[config.mk]
export PLATFORM = sky130hd
export DESIGN_NAME = addsub_arbiter
export DESIGN_NICKNAME = d
export VERILOG_FILES = /design/src/rtl/addsub_pkg.sv /design/src/rtl/addsub_unit.sv /design/src/rtl/addsub_arbiter.sv
export SDC_FILE = /design/constraint.sdc
export NUM_CORES = 1
export LEC_CHECK = 0
export ABC_AREA = 1
export BUFFER_PORTS_ARGS = -buffer_cell sky130_fd_sc_hd__buf_4
export CORE_UTILIZATION = 45
export DETAILED_ROUTE_END_ITERATION = 8
export MAX_ROUTING_LAYER = met4
export PLACE_DENSITY = 0.79
export SYNTH_ARGS = -nofsm -noshare
export SYNTH_HDL_FRONTEND = slang
export SYNTH_HIERARCHICAL = 1
export SYNTH_SLANG_ARGS = --single-unit
[constraint.sdc]
create_clock -name clk -period 1.65 [get_ports clk]
set_input_delay 0.165 -clock clk [delete_from_list [all_inputs] [get_ports clk]]
set_output_delay 0.165 -clock clk [all_outputs]
set_load 0.1 [all_outputs]
[src/rtl/addsub_pkg.sv]
// Shared types and constants for the two-requester add/subtract arbiter.
package addsub_pkg;

    typedef enum logic [1:0] {
        IDLE = 2'd0,
        EXEC = 2'd1,
        RESP = 2'd2
    } state_t;

    localparam logic OP_ADD = 1'b0;
    localparam logic OP_SUB = 1'b1;

    localparam int DEF_WIDTH = 4;
    localparam int RES_W     = DEF_WIDTH + 2;

    // Result width for an arbitrary operand width: carry bit plus WIDTH+1 sum bits.
    function automatic int res_w(input int width);
        return width + 2;
    endfunction

endpackage

[src/rtl/addsub_unit.sv]
// Combinational add/subtract: {carry, sum} = (a op b) mod 2^(WIDTH+2), operands zero-extended.
// Zero latency, no handshake.
module addsub_unit
    import addsub_pkg::*;
#(
    parameter int WIDTH = 4
) (
    input  logic [WIDTH-1:0] a,
    input  logic [WIDTH-1:0] b,
    input  logic             op,
    output logic [WIDTH:0]   sum,
    output logic             carry
);

    localparam int RW = res_w(WIDTH);

    logic [RW-1:0] ext_a;
    logic [RW-1:0] ext_b;
    logic [RW-1:0] result;

    assign ext_a  = RW'(a);
    assign ext_b  = RW'(b);
    assign result = (op == OP_SUB) ? (ext_a - ext_b) : (ext_a + ext_b);

    assign {carry, sum} = result;

endmodule

[src/rtl/addsub_arbiter.sv]
// Round-robin share of one add/sub datapath between two requesters; result valid one edge after EXEC.
// Accepts one op per 3 cycles at best; requesters stall (ready low) until the result handshake completes.
module addsub_arbiter
    import addsub_pkg::*;
#(
    parameter int WIDTH = 4,
    parameter int CNT_W = 8
) (
    input  logic             clk,
    input  logic             reset,
    input  logic             req0_valid,
    output logic             req0_ready,
    input  logic [WIDTH-1:0] req0_a,
    input  logic [WIDTH-1:0] req0_b,
    input  logic             req0_op,
    input  logic             req1_valid,
    output logic             req1_ready,
    input  logic [WIDTH-1:0] req1_a,
    input  logic [WIDTH-1:0] req1_b,
    input  logic             req1_op,
    output logic             res_valid,
    input  logic             res_ready,
    output logic [WIDTH:0]   res_sum,
    output logic             res_carry,
    output logic             res_id,
    output logic             busy,
    output logic [CNT_W-1:0] ops_done
);

    state_t           state;
    state_t           state_nxt;
    logic             last_grant;
    logic             grant_id;
    logic             grant_vld;
    logic [WIDTH-1:0] a_q;
    logic [WIDTH-1:0] b_q;
    logic             op_q;
    logic             id_q;
    logic [WIDTH:0]   unit_sum;
    logic             unit_carry;

    addsub_unit #(
        .WIDTH (WIDTH)
    ) u_addsub_unit (
        .a     (a_q),
        .b     (b_q),
        .op    (op_q),
        .sum   (unit_sum),
        .carry (unit_carry)
    );

    always_ff @(posedge clk or posedge reset) begin
        if (reset) begin
            state <= IDLE;
        end else begin
            state <= state_nxt;
        end
    end

    // Ready is gated by reset so both requesters see 0 while reset is held.
    always_comb begin
        state_nxt  = state;
        grant_vld  = 1'b0;
        grant_id   = 1'b0;
        req0_ready = 1'b0;
        req1_ready = 1'b0;
        case (state)
            IDLE: begin
                grant_vld = (req0_valid | req1_valid) & ~reset;
                if (req0_valid && req1_valid) begin
                    grant_id = ~last_grant;
                end else begin
                    grant_id = req1_valid;
                end
                req0_ready = grant_vld & ~grant_id;
                req1_ready = grant_vld & grant_id;
                if (grant_vld) begin
                    state_nxt = EXEC;
                end
            end
            EXEC: state_nxt = RESP;
            RESP: begin
                if (res_ready) begin
                    state_nxt = IDLE;
                end
            end
            default: state_nxt = IDLE;
        endcase
    end

    always_ff @(posedge clk or posedge reset) begin
        if (reset) begin
            last_grant <= 1'b1;
            a_q        <= '0;
            b_q        <= '0;
            op_q       <= 1'b0;
            id_q       <= 1'b0;
            res_valid  <= 1'b0;
            res_sum    <= '0;
            res_carry  <= 1'b0;
            res_id     <= 1'b0;
            ops_done   <= '0;
        end else begin
            case (state)
                IDLE: begin
                    if (grant_vld) begin
                        a_q        <= grant_id ? req1_a  : req0_a;
                        b_q        <= grant_id ? req1_b  : req0_b;
                        op_q       <= grant_id ? req1_op : req0_op;
                        id_q       <= grant_id;
                        last_grant <= grant_id;
                    end
                end
                EXEC: begin
                    res_sum   <= unit_sum;
                    res_carry <= unit_carry;
                    res_id    <= id_q;
                    res_valid <= 1'b1;
                end
                RESP: begin
                    if (res_ready) begin
                        res_valid <= 1'b0;
                        if (ops_done != {CNT_W{1'b1}}) begin
                            ops_done <= ops_done + CNT_W'(1);
                        end
                    end
                end
                default: ;
            endcase
        end
    end

    assign busy = (state != IDLE);

endmodule

== Word-level counts from Yosys, hierarchy flattened ==
Index checks and enable logic that the tools add are counted.

* Logic and storage cells: 49
* Bits of input ports: 23
* Output and inout port bits: 19
* Register bits after elaboration: 29

* Equality and inequality tests: 5
* Bitwise logic cells: 7
* Reductions and logical operators: 8
* Multiplexer cells: 15
* Add/subtract/negate cells: 3

{| class="wikitable"
|+ Operator list
! kind !! count
|-
| $add 8x1->8 const B || 1
|-
| $mux 1 || 8
|-
| $mux 4 || 2
|-
| $ne 8x8->1 const B || 1
|-
| $mux 6 || 1
|-
| $pmux 2 s3 || 1
|-
| $reduce_and 2->1 || 3
|-
| $add 4x4->5 || 1
|-
| $sub 4x4->5 || 1
|-
| $mux 2 || 2
|-
| $ne 2x2->1 const B || 2
|-
| $reduce_bool 2->1 || 2
|-
| $and 1x1->1 || 3
|-
| $not 1->1 || 3
|-
| $reduce_and 3->1 || 1
|-
| $eq 2x1->1 const B || 1
|-
| $eq 2x2->1 const B || 1
|-
| $logic_not 2->1 || 1
|-
| $pmux 1 s2 || 1
|-
| $logic_and 1x1->1 || 1
|-
| $or 1x1->1 || 1
|}

== Logic depth before layout (Yosys ltp) ==
* Word-level depth: 6
* Gate-level depth with buffers: 11
* Mapped depth without buffers: 11

== Hierarchy ==
Netlist, hierarchy kept.

{| class="wikitable"
|+ Modules (own cells, without submodules)
! module !! cells an instance !! area each (µm²) !! times used
|-
| addsub_arbiter || 173 || 1442.6 || 1
|-
| addsub_unit || 50 || 309.0 || 1
|}

== Worst setup path before layout ==
Ideal clock, no wire load.

* Path kind: input to output
* Start: in reset
* End: out req0_ready
* Data required time: 1.485 ns
* Path buffers: 1
* Stages on the path: 6
* Slack: -1.457 ns
* Arrival: 2.942 ns
* Cells stage by stage: inv_1 > o21ai_0 > nor2_4 > inv_2 > buf_6 > a21oi_1

* Longest elaborated chain between the ends: 4

{| class="wikitable"
|+ RTL lines
! what !! RTL line !! RTL
|-
| from (decl) || addsub_arbiter.sv:10 || <nowiki>input logic reset,</nowiki>
|-
| $not 1->1 || addsub_arbiter.sv:69 || <nowiki>grant_vld = (req0_valid | req1_valid) & ~reset;</nowiki>
|-
| $and 1x1->1 || addsub_arbiter.sv:69 ||
|-
| $and 1x1->1 || addsub_arbiter.sv:75 || <nowiki>req0_ready = grant_vld & ~grant_id;</nowiki>
|-
| $mux 1 || addsub_arbiter.sv:67 || <nowiki>case (state)</nowiki>
|-
| to (decl) || addsub_arbiter.sv:12 || <nowiki>output logic req0_ready,</nowiki>
|}

Every way passes these cells.

== Worst setup path in the final report ==
* Start: reg state[1]
* End: out req1_ready

* Longest elaborated chain between the ends: 2

{| class="wikitable"
|+ RTL lines
! what !! RTL line !! RTL
|-
| from (decl) || addsub_arbiter.sv:30 || <nowiki>state_t state;</nowiki>
|-
| from (signal assigned) || addsub_arbiter.sv:56 || <nowiki>state <= state_nxt;</nowiki>
|-
| $logic_not 2->1 || addsub_arbiter.sv:67 ||
|-
| $mux 1 || addsub_arbiter.sv:67 ||
|-
| to (decl) || addsub_arbiter.sv:17 || <nowiki>output logic req1_ready,</nowiki>
|}

Every way passes these cells.

==> flow_summary.toml <==
[critical_path]
worstSetupEndpoint = "req1_ready"
critPathMaxFanout = 3
crit_path_end_kind = "output port"
critical_path_arrival_ns = 1.47
cp-start-kind = "register"
criticalPathCategory = "reg -> out"
reg2reg_depth = 7
required_ns = 1.48
r2r_slack_ns = 0.04
r2r-start = "a_q[0]$_DFFE_PP0P_"
timing.rr.end = "res_sum[2]$_DFFE_PP0P_"
worstSetupStartpoint = "state[1]$_DFFE_PP0P_"

[logic_synthesis]
ys_types = 23
synth_edf_count = 0
syn_nets = 257
async_flop_share_pct = 100
yosysWarningCount = 6
synth.avg_cell_area_um2 = 7.86
synthCells = 223
ys.flop_type = "dfrtp_1"
ys_seq_area_share_pct = 41.5
ys_seq_elements = 29
synth_area_um2 = 1750

[floorplanning]
core_region_area_um2 = 3690
die_h_um = 64.4
rows = 22
io_pins = 42
initial_utilization_pct = 47.5
dieArea_um2 = 4150
die-width_um = 64.4

[power_and_ir_drop]
leakagePower_nw = 1.27
ir_drop_mv = 0.985
p_total_mw = 5.11
combPwrFrac_pct = 60.3
p_per_area_nw_per_um2 = 2120
pwr-share-clk_pct = 14.7
power_frac_seq_pct = 25.0
switching_power_mw = 2.61
power.internal_mw = 2.50
p_sw_share_pct = 51.0

[drt]
wl_per_cell_um = 10.1
vias = 1525
drt-initial-drc-count = 64
postRouteAntennaNets = 0
vias_per_cell = 4.61
wirelength_um = 3340
firstDrtPassIters = 4
drcViolationCount = 0

[final_layout]
area_delta_synth_final_pct = 37.2
final_core_util_pct = 65.2
drive_gt1_share_pct = 38.2
antenna_cells = 0
nets = 316
stdcell_area_um2 = 2400

[job]
maxCapViolCount = 0

[global_route]
grt_overflow_total = 0
grt_usage_pct = 18.8
antenna_found_initial = 0
grt_pass1_wl_um = 5750
grt_max_degree = 30
grt_pass1_vias = 1355

[clock_network]
cts.sink_count = 29
postCtsHoldBufs = 0
clock_latency_ns = 0.28
htree_levels = 2
cts_root_buf = "clkbuf_8"
cts_buffers = 5
path_clk_slew_ns = 0.06
cts_tree = "built"
clock_path_buffers = 2

[sta]
rsz0062_at_grt = "yes"
drv_slew = 0
skew_ns = 0.00385
finalHoldViolations = 0
fin_crit_ns = 1.64
tightest_slew_ns = 0.364
holdWs_ns = 0.0214
relSlewSlack_pct = 75.7
setup_viol = 0
setup-tns-final_ns = 0
max_freq_mhz = 610
finalCritPeriodShare_pct = 99.3

[hold_path]
hp-class = "in -> async"

[placement]
hpwl_um = 2460
dpl-instance-area_um2 = 2170
gp_congestion = 0.822
portBuffers = 41

[status]
status = "finished clean"
==> repair_timing <==
item                       4_1_cts  5_1_grt
pin swaps                        2        8
setup buffers                    4        6
setup endpoints to repair        5        6
resized for setup               11        9
==> flip-flops by register name (all words and copies together) (netlist names) <==
signal / count
b_q: 4
res_valid: 1
a_q: 4
res_sum: 5
res_carry: 1
res_id: 1
state: 2
ops_done: 8
last_grant: 1
op_q: 1
id_q: 1
==> metal layers <==
layer	share of wire, %	global-route usage (%)	vias up
met5	0	-	-
met1	47	23.9	685
met4	2.3	10.3	0
met2	45	27.5	37
met3	5.1	4.29	7
li1	-	-	796
==> cell usage in the layout (no fill, tap or decap), types with 4 or more instances in the layout <==
cell and count:
inv_2 5, o21ai_2 8, mux2_2 6, nand2_1 79, dfrtp_2 11, ha_1 7, buf_4 52, clkbuf_8 6
o21ai_1 4, inv_1 28, dfrtp_1 17, o21ai_0 5, nand3_1 6, nor2_1 20
==> stage by stage <==
| step | setup WS, ns | cells |
|---|---|---|
| floorplan | -0.0931 | 223 |
| global placement | -0.0356 | 313 |
| detailed placement | -0.0702 | 313 |
| CTS | -0.0152 | 325 |
| global route | -0.0675 | 331 |
| finish | 0.0119 | 331 |
==> power by group through the flow <==
stage	sequential (mW)	clock [mW]	combinational, mW
6_report	1.28	0.752	3.08
5_1_grt	1.32	0.810	3.34
4_1_cts	1.27	0.769	2.97
3_5_place_dp	1.29	0	2.87
3_3_place_gp	1.28	0	2.82
2_1_floorplan	2.22	0	1.37
==> final cells by class <==
class	count	area, µm²
flip-flops and latches	29	741
fillers	314	1280
clock inverters	1	30.0
clock buffers	7	86.3
repair buffers	55	442
well taps	48	60.1
multi-input cells	155	895
inverters	36	150
==> critical path, stage by stage (launching register included) <==
cell and delay (ns):
dfrtp_2 0.43, nor2_4 0.19, buf_6 0.13, nand3_4 0.06, inv_2 0.07, nand2_4 0.06, clkinvlp_4 0.08, buf_12 0.16
==> synth_stat cells, types with 2 or more instances <==
library cell	number	area share (%)
o21ai_0	8	2.3
mux2_2	6	3.9
ha_1	9	6.4
nand2_1	80	17
inv_2	3	0.64
dfrtp_1	28	40
nand3_1	6	1.7
nor2_4	2	1.3
fa_1	2	2.3
a21oi_1	3	0.86
nor2_1	21	4.5
nand2_2	2	0.71
xnor2_1	2	1.0
inv_1	33	7.1
xor2_1	2	1.0
o21ai_2	7	3.5
buf_6	2	1.3
o21ai_1	2	0.57
==> cell families (layout without fill, tap and decap cells) <==
group / count (synthesis) / after routing / synth area share (%)
AOI/OAI and AO/OA: 20 / 20 / 7.21
adders and majority gates: 11 / 11 / 8.71
and+or+nand+nor: 113 / 113 / 26.7
DFF: 29 / 29 / 41.5
xor gates and xnor gates: 4 / 4 / 2.00
buffers and inverters: 39 / 99 / 9.43
muxes: 7 / 7 / 4.43
==> how the worst min path moves through the flow <==
stage	cells past startpoint	start	endpoint	slack (ns)
3_5_place_dp	3	reset	res_sum[4]$_DFFE_PP0P_	0.33
4_1_cts	3	reset	res_sum[4]$_DFFE_PP0P_	0.02
5_1_grt	3	reset	b_q[3]$_DFFE_PP0P_	0.04
3_3_place_gp	3	reset	ops_done[1]$_DFFE_PP0P_	0.33
2_1_floorplan	1	reset	a_q[0]$_DFFE_PP0P_	0.08
6_report	3	reset	res_carry$_DFFE_PP0P_	0.02
Power figures use the tool's default switching activity.
